===== src/rtl/common_types_pkg.sv =====
`default_nettype none
// ============================================================================
//  Module      : common_types_pkg
//  Description : Shared types for the AXI memory controller: 32-bit word,
//                AXI response codes, controller FSM state encoding and a few
//                constants/helpers used by the datapath.
//  Revision    : 1.0 - initial release
// ============================================================================
package common_types_pkg;

  typedef logic [31:0] word_t;

  typedef enum logic [1:0] {
    RESP_OKAY   = 2'b00,
    RESP_SLVERR = 2'b10,
    RESP_DECERR = 2'b11
  } axi_resp_t;

  typedef enum logic [2:0] {
    ST_IDLE  = 3'd0,
    ST_WRITE = 3'd1,
    ST_WRESP = 3'd2,
    ST_RADDR = 3'd3,
    ST_RDATA = 3'd4,
    ST_RESP  = 3'd5
  } ctrl_state_t;

  localparam logic [2:0] c_ARSIZE_WORD  = 3'b010;
  localparam word_t      c_TIMEOUT_LOAD = 32'hDEAD_BEEF;

  // Anything other than OKAY (including EXOKAY, which we never request)
  // is reported to the CPU as an error.
  function automatic logic resp_is_err(input logic [1:0] resp);
    return resp != 2'(RESP_OKAY);
  endfunction

endpackage
`default_nettype wire


===== src/rtl/axi_wstrb_gen.sv =====
`default_nettype none
// ============================================================================
//  Module      : axi_wstrb_gen
//  Description : Write-lane steering. Replicates the right-aligned store data
//                across byte lanes, builds the byte strobe from the size and
//                low address bits, and flags misaligned half/word accesses.
//  Ports       : size_i      - 00 none, 01 byte, 10 half, 11 word
//                addr_lo_i   - byte address bits [1:0]
//                store_i     - right-aligned write data
//                wstrb_o     - byte lane strobes
//                wdata_o     - lane-replicated write data
//                misaligned_o- half on odd address or word not on 4-byte bound
//  Revision    : 1.0 - initial release
// ============================================================================
module axi_wstrb_gen
  import common_types_pkg::*;
(
  input  logic [1:0] size_i,
  input  logic [1:0] addr_lo_i,
  input  word_t      store_i,
  output logic [3:0] wstrb_o,
  output word_t      wdata_o,
  output logic       misaligned_o
);

  always_comb begin
    wstrb_o      = 4'b0000;
    wdata_o      = store_i;
    misaligned_o = 1'b0;
    case (size_i)
      2'b01: begin
        wstrb_o = 4'b0001 << addr_lo_i;
        wdata_o = {4{store_i[7:0]}};
      end
      2'b10: begin
        wstrb_o      = 4'b0011 << addr_lo_i;
        wdata_o      = {2{store_i[15:0]}};
        misaligned_o = addr_lo_i[0];
      end
      2'b11: begin
        wstrb_o      = 4'b1111;
        misaligned_o = |addr_lo_i;
      end
      default: ;
    endcase
  end

endmodule
`default_nettype wire


===== src/rtl/axi_mem_controller.sv =====
`default_nettype none
// ============================================================================
//  Module      : axi_mem_controller
//  Description : Single-outstanding CPU-to-AXI bridge. A CPU read/write
//                request sampled in IDLE becomes one AXI transfer; the result
//                is presented on ready/load/error until the CPU acks with done.
//  Ports       : clk, rst              - clock, synchronous active-high reset
//                read, write, addr,    - CPU request (write = size code),
//                store, done             data and acknowledge
//                ready, load, error    - CPU response
//                aw*/w*/b*/ar*/r*      - AXI4-Lite style master channels
//  Options     : `define AXI_CTRL_TIMEOUT_EN adds a per-state handshake
//                timeout of TIMEOUT_CYCLES; without it the FSM waits forever.
//  Revision    : 1.0 - initial release
// ============================================================================
module axi_mem_controller
  import common_types_pkg::*;
#(
  parameter int ADDR_W         = 32,
  parameter int TIMEOUT_CYCLES = 256
) (
  input  logic              clk,
  input  logic              rst,
  input  logic              read,
  input  logic [1:0]        write,
  input  logic [ADDR_W-1:0] addr,
  input  word_t             store,
  input  logic              done,
  output logic              ready,
  output word_t             load,
  output logic              error,
  output logic [ADDR_W-1:0] awaddr,
  output logic [2:0]        awsize,
  output logic              awvalid,
  input  logic              awready,
  output word_t             wdata,
  output logic [3:0]        wstrb,
  output logic              wvalid,
  input  logic              wready,
  input  logic [1:0]        bresp,
  input  logic              bvalid,
  output logic              bready,
  output logic [ADDR_W-1:0] araddr,
  output logic [2:0]        arsize,
  output logic              arvalid,
  input  logic              arready,
  input  word_t             rdata,
  input  logic [1:0]        rresp,
  input  logic              rvalid,
  output logic              rready
);

  ctrl_state_t       state_q, state_d;
  logic              awvalid_q, awvalid_d, wvalid_q, wvalid_d;
  logic              bready_q, bready_d, arvalid_q, arvalid_d;
  logic              rready_q, rready_d, ready_q, ready_d;
  logic              error_q, error_d;
  word_t             load_q, load_d;
  logic [ADDR_W-1:0] addr_q;
  logic [2:0]        awsize_q;
  word_t             wdata_q;
  logic [3:0]        wstrb_q;

  logic [3:0]        w_wstrb;
  word_t             w_wdata;
  logic              w_wr_misaligned;
  logic              w_aw_done, w_w_done;

  axi_wstrb_gen u_wstrb_gen (
    .size_i       (write),
    .addr_lo_i    (addr[1:0]),
    .store_i      (store),
    .wstrb_o      (w_wstrb),
    .wdata_o      (w_wdata),
    .misaligned_o (w_wr_misaligned)
  );

  // A channel counts as accepted once its valid has dropped or it handshakes now.
  assign w_aw_done = !awvalid_q || awready;
  assign w_w_done  = !wvalid_q  || wready;

`ifdef AXI_CTRL_TIMEOUT_EN
  localparam int CNT_W = $clog2(TIMEOUT_CYCLES + 1);
  logic [CNT_W-1:0] cnt_q, cnt_d;
  logic             w_cnt_hit;
  logic             timeout_fire;

  assign w_cnt_hit = (cnt_q == CNT_W'(TIMEOUT_CYCLES - 1));
  // Restart on every state change so each bus phase gets its own budget.
  assign cnt_d     = (state_d != state_q) ? '0 : cnt_q + 1'b1;

  always_ff @(posedge clk) begin
    if (rst) cnt_q <= '0;
    else     cnt_q <= cnt_d;
  end
`endif

  // State register
  always_ff @(posedge clk) begin
    if (rst) state_q <= ST_IDLE;
    else     state_q <= state_d;
  end

  // Next-state logic
  always_comb begin
    state_d = state_q;
`ifdef AXI_CTRL_TIMEOUT_EN
    timeout_fire = 1'b0;
`endif
    case (state_q)
      ST_IDLE: begin
        if (write != 2'b00)  state_d = w_wr_misaligned ? ST_RESP : ST_WRITE;
        else if (read)       state_d = (|addr[1:0]) ? ST_RESP : ST_RADDR;
      end
      ST_WRITE: if (w_aw_done && w_w_done) state_d = ST_WRESP;
      ST_WRESP: if (bvalid)                state_d = ST_RESP;
      ST_RADDR: if (arready)               state_d = ST_RDATA;
      ST_RDATA: if (rvalid)                state_d = ST_RESP;
      ST_RESP:  if (done)                  state_d = ST_IDLE;
      default:                             state_d = ST_IDLE;
    endcase
`ifdef AXI_CTRL_TIMEOUT_EN
    // Only a phase that is still stuck times out; a handshake this cycle wins.
    if (w_cnt_hit && state_d == state_q &&
        (state_q == ST_WRITE || state_q == ST_WRESP ||
         state_q == ST_RADDR || state_q == ST_RDATA)) begin
      state_d      = ST_RESP;
      timeout_fire = 1'b1;
    end
`endif
  end

  // Output logic: next values of the registered handshake/response outputs
  always_comb begin
    awvalid_d = 1'b0;
    wvalid_d  = 1'b0;
    if (state_d == ST_WRITE) begin
      awvalid_d = (state_q == ST_IDLE) ? 1'b1 : (awvalid_q && !awready);
      wvalid_d  = (state_q == ST_IDLE) ? 1'b1 : (wvalid_q  && !wready);
    end
    bready_d  = (state_d == ST_WRESP);
    arvalid_d = (state_d == ST_RADDR);
    rready_d  = (state_d == ST_RDATA);
    ready_d   = (state_d == ST_RESP);
    error_d   = error_q;
    load_d    = load_q;
    case (state_q)
      ST_IDLE: begin
        if (state_d == ST_RESP) begin
          // Misaligned request: complete locally without touching the bus.
          error_d = 1'b1;
          load_d  = '0;
        end else if (state_d != ST_IDLE) begin
          error_d = 1'b0;
        end
      end
      ST_WRESP: if (bvalid) error_d = resp_is_err(bresp);
      ST_RDATA: begin
        if (rvalid) begin
          load_d  = rdata;
          error_d = resp_is_err(rresp);
        end
      end
      default: ;
    endcase
`ifdef AXI_CTRL_TIMEOUT_EN
    if (timeout_fire) begin
      error_d = 1'b1;
      load_d  = c_TIMEOUT_LOAD;
    end
`endif
  end

  always_ff @(posedge clk) begin
    if (rst) begin
      awvalid_q <= 1'b0;
      wvalid_q  <= 1'b0;
      bready_q  <= 1'b0;
      arvalid_q <= 1'b0;
      rready_q  <= 1'b0;
      ready_q   <= 1'b0;
      error_q   <= 1'b0;
      load_q    <= '0;
    end else begin
      awvalid_q <= awvalid_d;
      wvalid_q  <= wvalid_d;
      bready_q  <= bready_d;
      arvalid_q <= arvalid_d;
      rready_q  <= rready_d;
      ready_q   <= ready_d;
      error_q   <= error_d;
      load_q    <= load_d;
    end
  end

  // Request fields are captured in IDLE so later CPU changes are ignored.
  always_ff @(posedge clk) begin
    if (rst) begin
      addr_q   <= '0;
      awsize_q <= 3'b000;
      wdata_q  <= '0;
      wstrb_q  <= 4'b0000;
    end else if (state_q == ST_IDLE) begin
      addr_q   <= addr;
      awsize_q <= {1'b0, write - 2'd1};
      wdata_q  <= w_wdata;
      wstrb_q  <= w_wstrb;
    end
  end

  assign ready   = ready_q;
  assign load    = load_q;
  assign error   = error_q;
  assign awaddr  = addr_q;
  assign awsize  = awsize_q;
  assign awvalid = awvalid_q;
  assign wdata   = wdata_q;
  assign wstrb   = wstrb_q;
  assign wvalid  = wvalid_q;
  assign bready  = bready_q;
  assign araddr  = addr_q;
  assign arsize  = c_ARSIZE_WORD;
  assign arvalid = arvalid_q;
  assign rready  = rready_q;

endmodule
`default_nettype wire


===== config.mk =====
export PLATFORM = sky130hd
export DESIGN_NAME = axi_mem_controller
export DESIGN_NICKNAME = d
export VERILOG_FILES = /design/src/rtl/common_types_pkg.sv /design/src/rtl/axi_wstrb_gen.sv /design/src/rtl/axi_mem_controller.sv
export SDC_FILE = /design/constraint.sdc
export NUM_CORES = 1
export LEC_CHECK = 0
export ABC_AREA = 1
export ABC_CLOCK_PERIOD_IN_PS = 1980
export CAP_MARGIN = 25
export CORE_MARGIN = 5
export CORE_UTILIZATION = 41
export CTS_BUF_LIST = sky130_fd_sc_hd__clkbuf_16
export DETAILED_ROUTE_END_ITERATION = 12
export HOLD_SLACK_MARGIN = 0.05
export PLACE_DENSITY = 0.81
export RECOVER_POWER = 100
export SLEW_MARGIN = 5
export SYNTH_ARGS = -nofsm -noshare
export SYNTH_HDL_FRONTEND = slang
export SYNTH_HIERARCHICAL = 1
export SYNTH_SLANG_ARGS = --single-unit

===== constraint.sdc =====
create_clock -name clk -period 1.98 [get_ports clk]
set_input_delay 0.297 -clock clk [delete_from_list [all_inputs] [get_ports clk]]
set_output_delay 0.297 -clock clk [all_outputs]
set_load 0.005 [all_outputs]

Word level (Yosys, flattened, before mapping)
Index checks and enable logic that the tools add are counted.
- flip-flop bits (word level): 112
- input bits: 111
- output and inout bits: 145
- logic and storage cells: 77
- $add $sub $neg: 1
- eq/ne operators: 17
- shift operators: 2
- mux-type cells: 23
- bitwise operators: 1
- reductions and logical operators: 20
- operators by type and width (cell ; count):
    32-bit case mux with 2 select lines ; 2
    32-bit 2-to-1 mux ; 2
    3-bit 2-to-1 mux ; 9
    3-bit case mux with 6 select lines ; 1
    3-bit by 2-bit equality test with 1-bit output (second input constant) ; 4
    3-bit equality test (second input constant) ; 4
    4-bit case mux with 3 select lines ; 1
    2-bit nonzero test ; 4
    3-bit by 1-bit equality test with 1-bit output (second input constant) ; 2
    1-bit 2-to-1 mux ; 6
    2-bit inequality test (second input constant) ; 3
    3-bit nonzero test ; 2
    2-bit equality test (second input constant) ; 2
    1-bit logical NOT ; 4
    4-bit AND reduction ; 1
    2-bit OR reduction ; 2
    1-bit by 2-bit << shifter with 4-bit output (first input constant) ; 1
    2-bit by 2-bit << shifter with 4-bit output (first input constant) ; 1
    1-bit logical AND ; 3
    3-bit logical NOT ; 1
    3-bit by 2-bit inequality test with 1-bit output (second input constant) ; 1
    1-bit case mux with 3 select lines ; 1
    3-bit AND reduction ; 1
    2-bit by 1-bit equality test with 1-bit output (second input constant) ; 1
    other kinds (4) ; 5

Longest topological paths before layout
Gate-level depths: netlist of run 1.
- depth in word-level cells: 9
- gate-level depth with buffers: 15
- depth with buffers taken out: 14

Cells and area by module
The synthesis of run 1 kept the hierarchy.
- modules (own cells, without submodules) (module ; instances ; cells each ; area each (um2) ; seq. area each (um2)):
    axi_mem_controller ; 1 ; 596 ; 4634.4 ; 2242.2
    axi_wstrb_gen ; 1 ; 115 ; 628.1 ; 0.0

Least setup slack after synthesis of run 1
Ideal clock, no wire load.
- kind: input port to flip-flop
- start: in write[0]
- end: reg load_q[10], in the netlist load[10]
- library setup time: 0.115 ns
- arrival: 1.529 ns
- required time: 1.865 ns
- slack: 0.337 ns
- stages on the path: 13
- path buffers: 2
- cells stage by stage: inv_1 ha_1 buf_4 nand2_1 a21oi_1 nor2_1 nor2_2 nand2_2 nand2_4 inv_4 buf_6 a21oi_2 nor2_1
- word-level cells in the longest chain between the ends: 8
- elaborated cells on any way between the ends: 10
- those cells by class: eq/ne: 4; mux: 4; reduce/logical: 2
- RTL lines (item ; line ; source):
    start: declaration ; axi_mem_controller.sv:25 ; input logic [1:0] write,
    2-bit equality test ; axi_wstrb_gen.sv:30 ; case (size_i)
    1-bit case mux with 2 select lines (*) ; axi_wstrb_gen.sv:30 ;
    net w_wr_misaligned ; axi_mem_controller.sv:66 ; logic w_wr_misaligned;
    3-bit 2-to-1 mux (*) (2 in series) ; axi_mem_controller.sv:112 ; if (write != 2'b00) state_d = w_wr_misaligned ? ST_RESP : ST_WRITE;
    3-bit case mux with 6 select lines (*) ; axi_mem_controller.sv:110 ; case (state_q)
    3-bit equality test (*) ; axi_mem_controller.sv:149 ; if (state_d == ST_RESP) begin
    2-bit inequality test (no source line) (*) ; - ;
    3-bit AND reduction (no source line) (*) ; - ;
    end signal: assignment ; axi_mem_controller.sv:192 ; load_q <= load_d;
    end: declaration ; axi_mem_controller.sv:58 ; word_t load_q, load_d;
Mark *: on every way through the listed nets, which the timed path passes. The rest lies on a longest branch.
A chain may end at the register's enable or synchronous reset.

Worst setup path after layout of run 1
- start: in write[1]
- end: reg load_q[17], in the netlist load[17]
The elaborated chain is that of the path after synthesis.

==> metrics.md, run 1 <==
| Metric | Value |
|---|---|
| First-pass GRT wire length | 23500 um |
| Die Width | 123 um |
| Final hold vios | 0 |
| Die Span Y | 123 um |
| Crit path buf inv count | 2 |
| #FFs+latches synth | 112 |
| Htree depth | 3 |
| Setup TNS | 0 ns |
| Clock Skew | 0.00711 ns |
| RSZ-0062 raised after global routing | no |
| Post-Syn Area | 0.00526 mm2 |
| Routed Antenna Nets | 0 |
| CP peak stage delay | 0.59 ns |
| Final Wtd Congestion | 0.843 |
| Pwr/cell area | 1510 mW/mm2 |
| Layout cells sized above 1 | 0.0773 |
| Cells after synthesis | 711 |
| Synth unique cells | 30 |
| Drc violations | 0 |
| WL final | 15500 um |
| Area of the multi-input gates | 0.00215 mm2 |
| Final Critical Period | 1.79 ns |
| Ant diodes | 0 |
| Slowest stage cell, crit path | dlygate4sd3_1 |
| CP startpoint kind | primary input |
| Num rows | 41 |
| Most frequent cells in the layout | nor2_1 (192), dlygate4sd3_1 (142), dfxtp_1 (112) |
| Initial antenna violation count | 0 |
| Hold depth | 2 |
| Worst r2r dst | wdata[9] |
| Layout Nets | 1032 |
| Reg2reg setup slack | 0.30 ns |
| Status | complete, no violations |
| GRT overflow | 0 |
| Port Buffers | 251 |
| Placed cell areas | 0.00767 mm2 |
| Most frequent cell on the critical path | nor2_1 |
| R2R Path Start | state_q[1] |
| Clk buf depth | 2 |
| Worst-skew pair later-pin latency | 0.36 ns |
| DP HPWL | 11700 um |
| Crit path cell chain | dlygate4sd3_1 > ha_1 > nand2_1 > a21oi_1 > nor2_1 > nor2_2 > nand2_2 > nand2_4 > buf_12 > o21ai_0 > nor2_1 |
| Initial drt markers | 382 |
| Synthesized area per cell | 7.40 um2 |
| Ys Warns | 6 |
| Peak Freq | 0.560 GHz |
| Layout Area Growth over Synthesis | 50.8% |
| Die Footprint | 0.0152 mm2 |
| Total power | 11.9 mW |
| Fin area | 0.00794 mm2 |
| Fin util | 0.629 |
| Routed WL per cell | 14.2 um |
| Fillers | 1112 |
| Maximum fanout along the worst path | 23 |
| Largest net degree at the start of global routing | 71 |
| Leakage | 3.66 nW |
| Register area | 0.00224 mm2 |
| Crit path max-delay family | buffers and inverters |
| Max-slew violations | 0 |
| Register area share after synthesis | 0.426 |
| GRT Total Usage | 0.198 |
| Worst hold slack | 0.477 ns |
| Hold-fix buffers, CTS | 0 |
| Worst-path clk slew | 0.07 ns |
| TritonCTS Buffers | 9 |
| Worst Setup End Kind | flop |
| Reg2Reg Depth | 6 |
| Hold Crit Class | flop to flop |
| Hold EP | wdata[0] |
| CTS tree | yes |
| Crit path kind | primary input to flop |
| Detailed-route via count | 5154 |
| Final Cycle Share | 0.902 |
| Max_slew headroom | 0.665 |
| Vias in the first global route | 4744 |
| Worst Path Required | 2.27 ns |
| Finish-stage setup viols | 0 |
| Clock root buffer | clkbuf_16 |
| Clock net sink count | 112 |
| Worst-margin pin slew | 0.502 ns |
| Maximum vdd ir drop | 0.000737 V |
| Core ar. | 0.0126 mm2 |
| Max-Cap Viols | 0 |
| CP arrival | 2.08 ns |
| Post-CTS resize count | 0 |
| Most common cell after layout, fill and taps aside | nor2_1 |
| Setup repair bufs after CTS | 0 |
| 1st-pass router iterations | 5 |
| Starting Density | 0.417 |
| Via/cell ratio | 4.72 |
| IO Pins | 256 |
| HP Start | wdata[0] |
[cells in the mapped netlist (all sizes together)]
cell	count	area share
o21ai	105	0.10
inv	55	0.040
nor4	2	0.0036
clkinv	1	0.00071
nor2	194	0.14
dfxtp	112	0.43
nand4	4	0.0048
nor3	2	0.0019
ha	5	0.012
a21oi	42	0.061
clkbuf	13	0.0093
conb	2	0.0014
buf	77	0.10
nand3	23	0.022
o22ai	8	0.0095
nand2	49	0.039
nand3b	1	0.0014
o211ai	16	0.023
[registers in the layout, summed over array words and instances, names as in the netlist]
| signal | cells |
|---|---|
| araddr | 32 |
| arvalid | 1 |
| awsize | 2 |
| awvalid | 1 |
| bready | 1 |
| error | 1 |
| load | 32 |
| ready | 1 |
| rready | 1 |
| state_q | 3 |
| wdata | 32 |
| wstrb | 4 |
| wvalid | 1 |
[per-layer routing]
layer  up-vias  wire [um]  global-route usage
met2       185       7500               0.328
li1       2650          -                   -
met4         0        289              0.0616
met1      2301       6350               0.241
met3        18       1360              0.0700
met5         -          0                   0
[worst max-delay path by stage]
stage	startpoint	end	slack [ns]	depth (start not counted)
after global routing	write[1]	load[5]	0.04	11
final	write[1]	load[17]	0.19	11
after detailed placement	write[0]	load[0]	-0.24	12
after floorplan	write[0]	load[10]	0.34	13
after global placement	write[0]	load[0]	-0.18	12
after CTS	write[0]	load[0]	0.13	12
[layout make-up]
class | instances | share of cell area
Inverter | 56 | 0.0271
Clock buffer | 9 | 0.0284
Clock inverter | 5 | 0.0134
Sequential cell | 112 | 0.282
Tap cell | 172 | 0.0271
Timing Repair Buffer | 282 | 0.350
Multi-Input combinational cell | 455 | 0.271
[report_power, final]
| group | switching, mW | internal [mW] | total [mW] | leakage, nW |
|---|---|---|---|---|
| combinational | 3.08 | 2.97 | 6.05 | 2.57 |
| clock | 0.824 | 1.23 | 2.05 | 0.158 |
| sequential | 0.565 | 3.28 | 3.85 | 0.927 |
| total | 4.47 | 7.48 | 11.9 | 3.66 |
[logic make-up after synthesis]
group / count (synthesis) / share of synthesized area
other: 2 / 0.00143
buffers and inverters: 146 / 0.154
flip-flops: 112 / 0.426
adder cells (fa/ha/maj): 5 / 0.0119
AND/OR/NAND/NOR: 275 / 0.214
AO/OA/AOI/OAI: 171 / 0.194
[worst register-to-register path: stages (launching register included)]
cell	delay (ns)
dfxtp_1	0.49
inv_1	0.13
nand2_1	0.18
inv_1	0.10
clkbuf_4	0.35
nor2_1	0.25
nor2_1	0.08
[through the flow]
stage               setup WS [ns]  instances
floorplan                   0.337        713
global placement           -0.176       1077
detailed placement         -0.240       1077
global route               0.0402       1091
CTS                         0.126       1091
finish                      0.194       1091
(Power assumes the default switching activity.)
==> run 2: changes to the inputs <==
- CORE_ASPECT_RATIO: default -> 0.9
- SLEW_MARGIN: 5 -> 20
==> run 2 against run 1 <==
Design area rose by 0.90%. Count of clock-buffer cells in the layout did not move. Final cell count did not move. Clock skew fell by 0.00069 ns. Non-clock buffer count rose by 6. Sequential power barely moved. Global-route usage rose by 1.2 points. Hold slack improved by 0.0018 ns. Via count rose by 1.2%. Power barely moved. Sequential share of layout area fell by 0.25 points. Largest power group unchanged.
==> metrics.md, run 2 (synthesized netlist as in run 1, its figures left out) <==
| Metric | Value |
|---|---|
| WL final | 16200 um (was 15500 um) |
| Crit path kind | primary input to flop (unchanged) |
| Clock net sink count | 112 (unchanged) |
| Maximum vdd ir drop | 0.000720 V (was 0.000737 V) |
| DP Worst Slack | -0.228 ns (was -0.240 ns) |
| Die Span Y | 117 um (was 123 um) |
| Worst-path clk slew | 0.08 ns (was 0.07 ns) |
| Maximum fanout along the worst path | 35 (was 23) |
| GRT Total Usage | 0.209 (was 0.198) |
| CTS tree | yes (unchanged) |
| Core ar. | 0.0126 mm2 (about the same) |
| Most common cell after layout, fill and taps aside | nor2_1 (unchanged) |
| DP HPWL | 12000 um (was 11700 um) |
| Worst r2r dst | awsize[0] (was wdata[9]) |
| Htree depth | 3 (unchanged) |
| Reg2reg setup slack | 0.24 ns (was 0.30 ns) |
| Hold Crit Class | flop to flop (unchanged) |
| Setup repair bufs after CTS | 0 (unchanged) |
| Num rows | 39 (was 41) |
| Peak Freq | 0.552 GHz (was 0.560 GHz) |
| First-pass GRT wire length | 25500 um (was 23500 um) |
| Layout Nets | 1038 (was 1032) |
| Via/cell ratio | 4.78 (was 4.72) |
| Setup TNS | 0 ns (unchanged) |
| GRT overflow | 0 (unchanged) |
| Worst-margin pin slew | 0.568 ns (was 0.502 ns) |
| TritonCTS Buffers | 9 (unchanged) |
| Worst Setup End Kind | flop (unchanged) |
| Most frequent cells in the layout | nor2_1 (189), dlygate4sd3_1 (141), dfxtp_1 (112) (was nor2_1 (192), dlygate4sd3_1 (142), dfxtp_1 (112)) |
| 1st-pass router iterations | 4 (was 5) |
| Status | complete, no violations (unchanged) |
| Detailed-route via count | 5215 (was 5154) |
| Reg2Reg Depth | 6 (unchanged) |
| Vias in the first global route | 4970 (was 4744) |
| Post-CTS resize count | 0 (unchanged) |
| Die Footprint | 0.0152 mm2 (about the same) |
| Layout cells sized above 1 | 0.0939 (was 0.0773) |
| Initial drt markers | 317 (was 382) |
| Worst Path Required | 2.23 ns (was 2.27 ns) |
| Clock Skew | 0.00642 ns (was 0.00711 ns) |
| Final Cycle Share | 0.914 (was 0.902) |
| Die Width | 129 um (was 123 um) |
| CP arrival | 2.06 ns (was 2.08 ns) |
| Port Buffers | 251 (unchanged) |
| Max_slew headroom | 0.621 (was 0.665) |
| R2R Path Start | state_q[0] (was state_q[1]) |
| Ant diodes | 0 (unchanged) |
| Clock root buffer | clkbuf_16 (unchanged) |
| Max-slew violations | 0 (unchanged) |
| Pwr/cell area | 1490 mW/mm2 (was 1510 mW/mm2) |
| Final Wtd Congestion | 0.896 (was 0.843) |
| CP startpoint kind | primary input (unchanged) |
| Post-route setup slack | 0.169 ns (was 0.194 ns) |
| Starting Density | 0.416 (was 0.417) |
| Clk buf depth | 2 (unchanged) |
| RSZ-0062 raised after global routing | no (unchanged) |
| Final Critical Period | 1.81 ns (was 1.79 ns) |
| Worst-skew pair later-pin latency | 0.36 ns (about the same) |
| Layout Area Growth over Synthesis | 52.2% (was 50.8%) |
| Leakage | 3.70 nW (was 3.66 nW) |
| Routed Antenna Nets | 0 (unchanged) |
| Finish-stage setup viols | 0 (unchanged) |
| Max-Cap Viols | 0 (unchanged) |
| Drc violations | 0 (unchanged) |
| Hold depth | 2 (unchanged) |
| Final hold vios | 0 (unchanged) |
| HP Start | wdata[22] (was wdata[0]) |
| Routed WL per cell | 14.9 um (was 14.2 um) |
| Largest net degree at the start of global routing | 75 (was 71) |
| Hold EP | wdata[22] (was wdata[0]) |
| IO Pins | 256 (unchanged) |
| Initial antenna violation count | 0 (unchanged) |
| Hold-fix buffers, CTS | 0 (unchanged) |
[run 2: worst max path at each step]
stage,to,slack (ns),cells after the start,startpoint
floorplan,load[10],0.34,13,write[0]
global placement,load[0],-0.16,12,write[0]
detailed placement,load[30],-0.23,12,write[0]
CTS,load[18],0.15,12,write[0]
global route,awvalid,0.003,13,write[0]
finish,wdata[26],0.17,9,write[0]
[run 2: critical path: stages]
cell	delay, ns
clkdlybuf4s50_1	0.48
inv_1	0.07
clkbuf_4	0.13
ha_1	0.32
buf_12	0.18
nand3_1	0.10
o211ai_1	0.11
o21ai_0	0.30
nor2_1	0.06
[run 2: layout make-up]
class / count / area [um2]
tap: 164 / 205
timing repair buffer: 288 / 2860
fill: 1135 / 4630
inverter: 56 / 215
sequential: 112 / 2240
multi-input combinational: 455 / 2190
clock buffer: 9 / 225
clock inverter: 7 / 76.3
[run 2: per-stage QoR]
stage               instances  hold slack, ns  utilization  area (um2)  power [mW]
floorplan                 713           0.386            -        5270        7.59
global placement         1075           0.463        0.613        7740        10.7
detailed placement       1075           0.470        0.613        7740        10.8
CTS                      1091           0.488        0.637        8050        12.7
global route             1091           0.500        0.634        8010        12.9
finish                   1091           0.478        0.634        8010        12.0
[run 2: report_power, final]
| part | internal, mW | total (mW) | switching [mW] |
|---|---|---|---|
| sequential | 3.28 | 3.86 | 0.576 |
| clock | 0.999 | 1.88 | 0.882 |
| combinational | 3.03 | 6.22 | 3.19 |
| total | 7.31 | 12.0 | 4.65 |
[run 2: layer usage]
| metal | routed length [um] | part of all wire | track usage |
|---|---|---|---|
| met5 | 0 | 0 | 0 |
| met4 | 430 | 0.026 | 0.0753 |
| met3 | 1170 | 0.072 | 0.0672 |
| met2 | 7640 | 0.47 | 0.340 |
| met1 | 7010 | 0.43 | 0.260 |
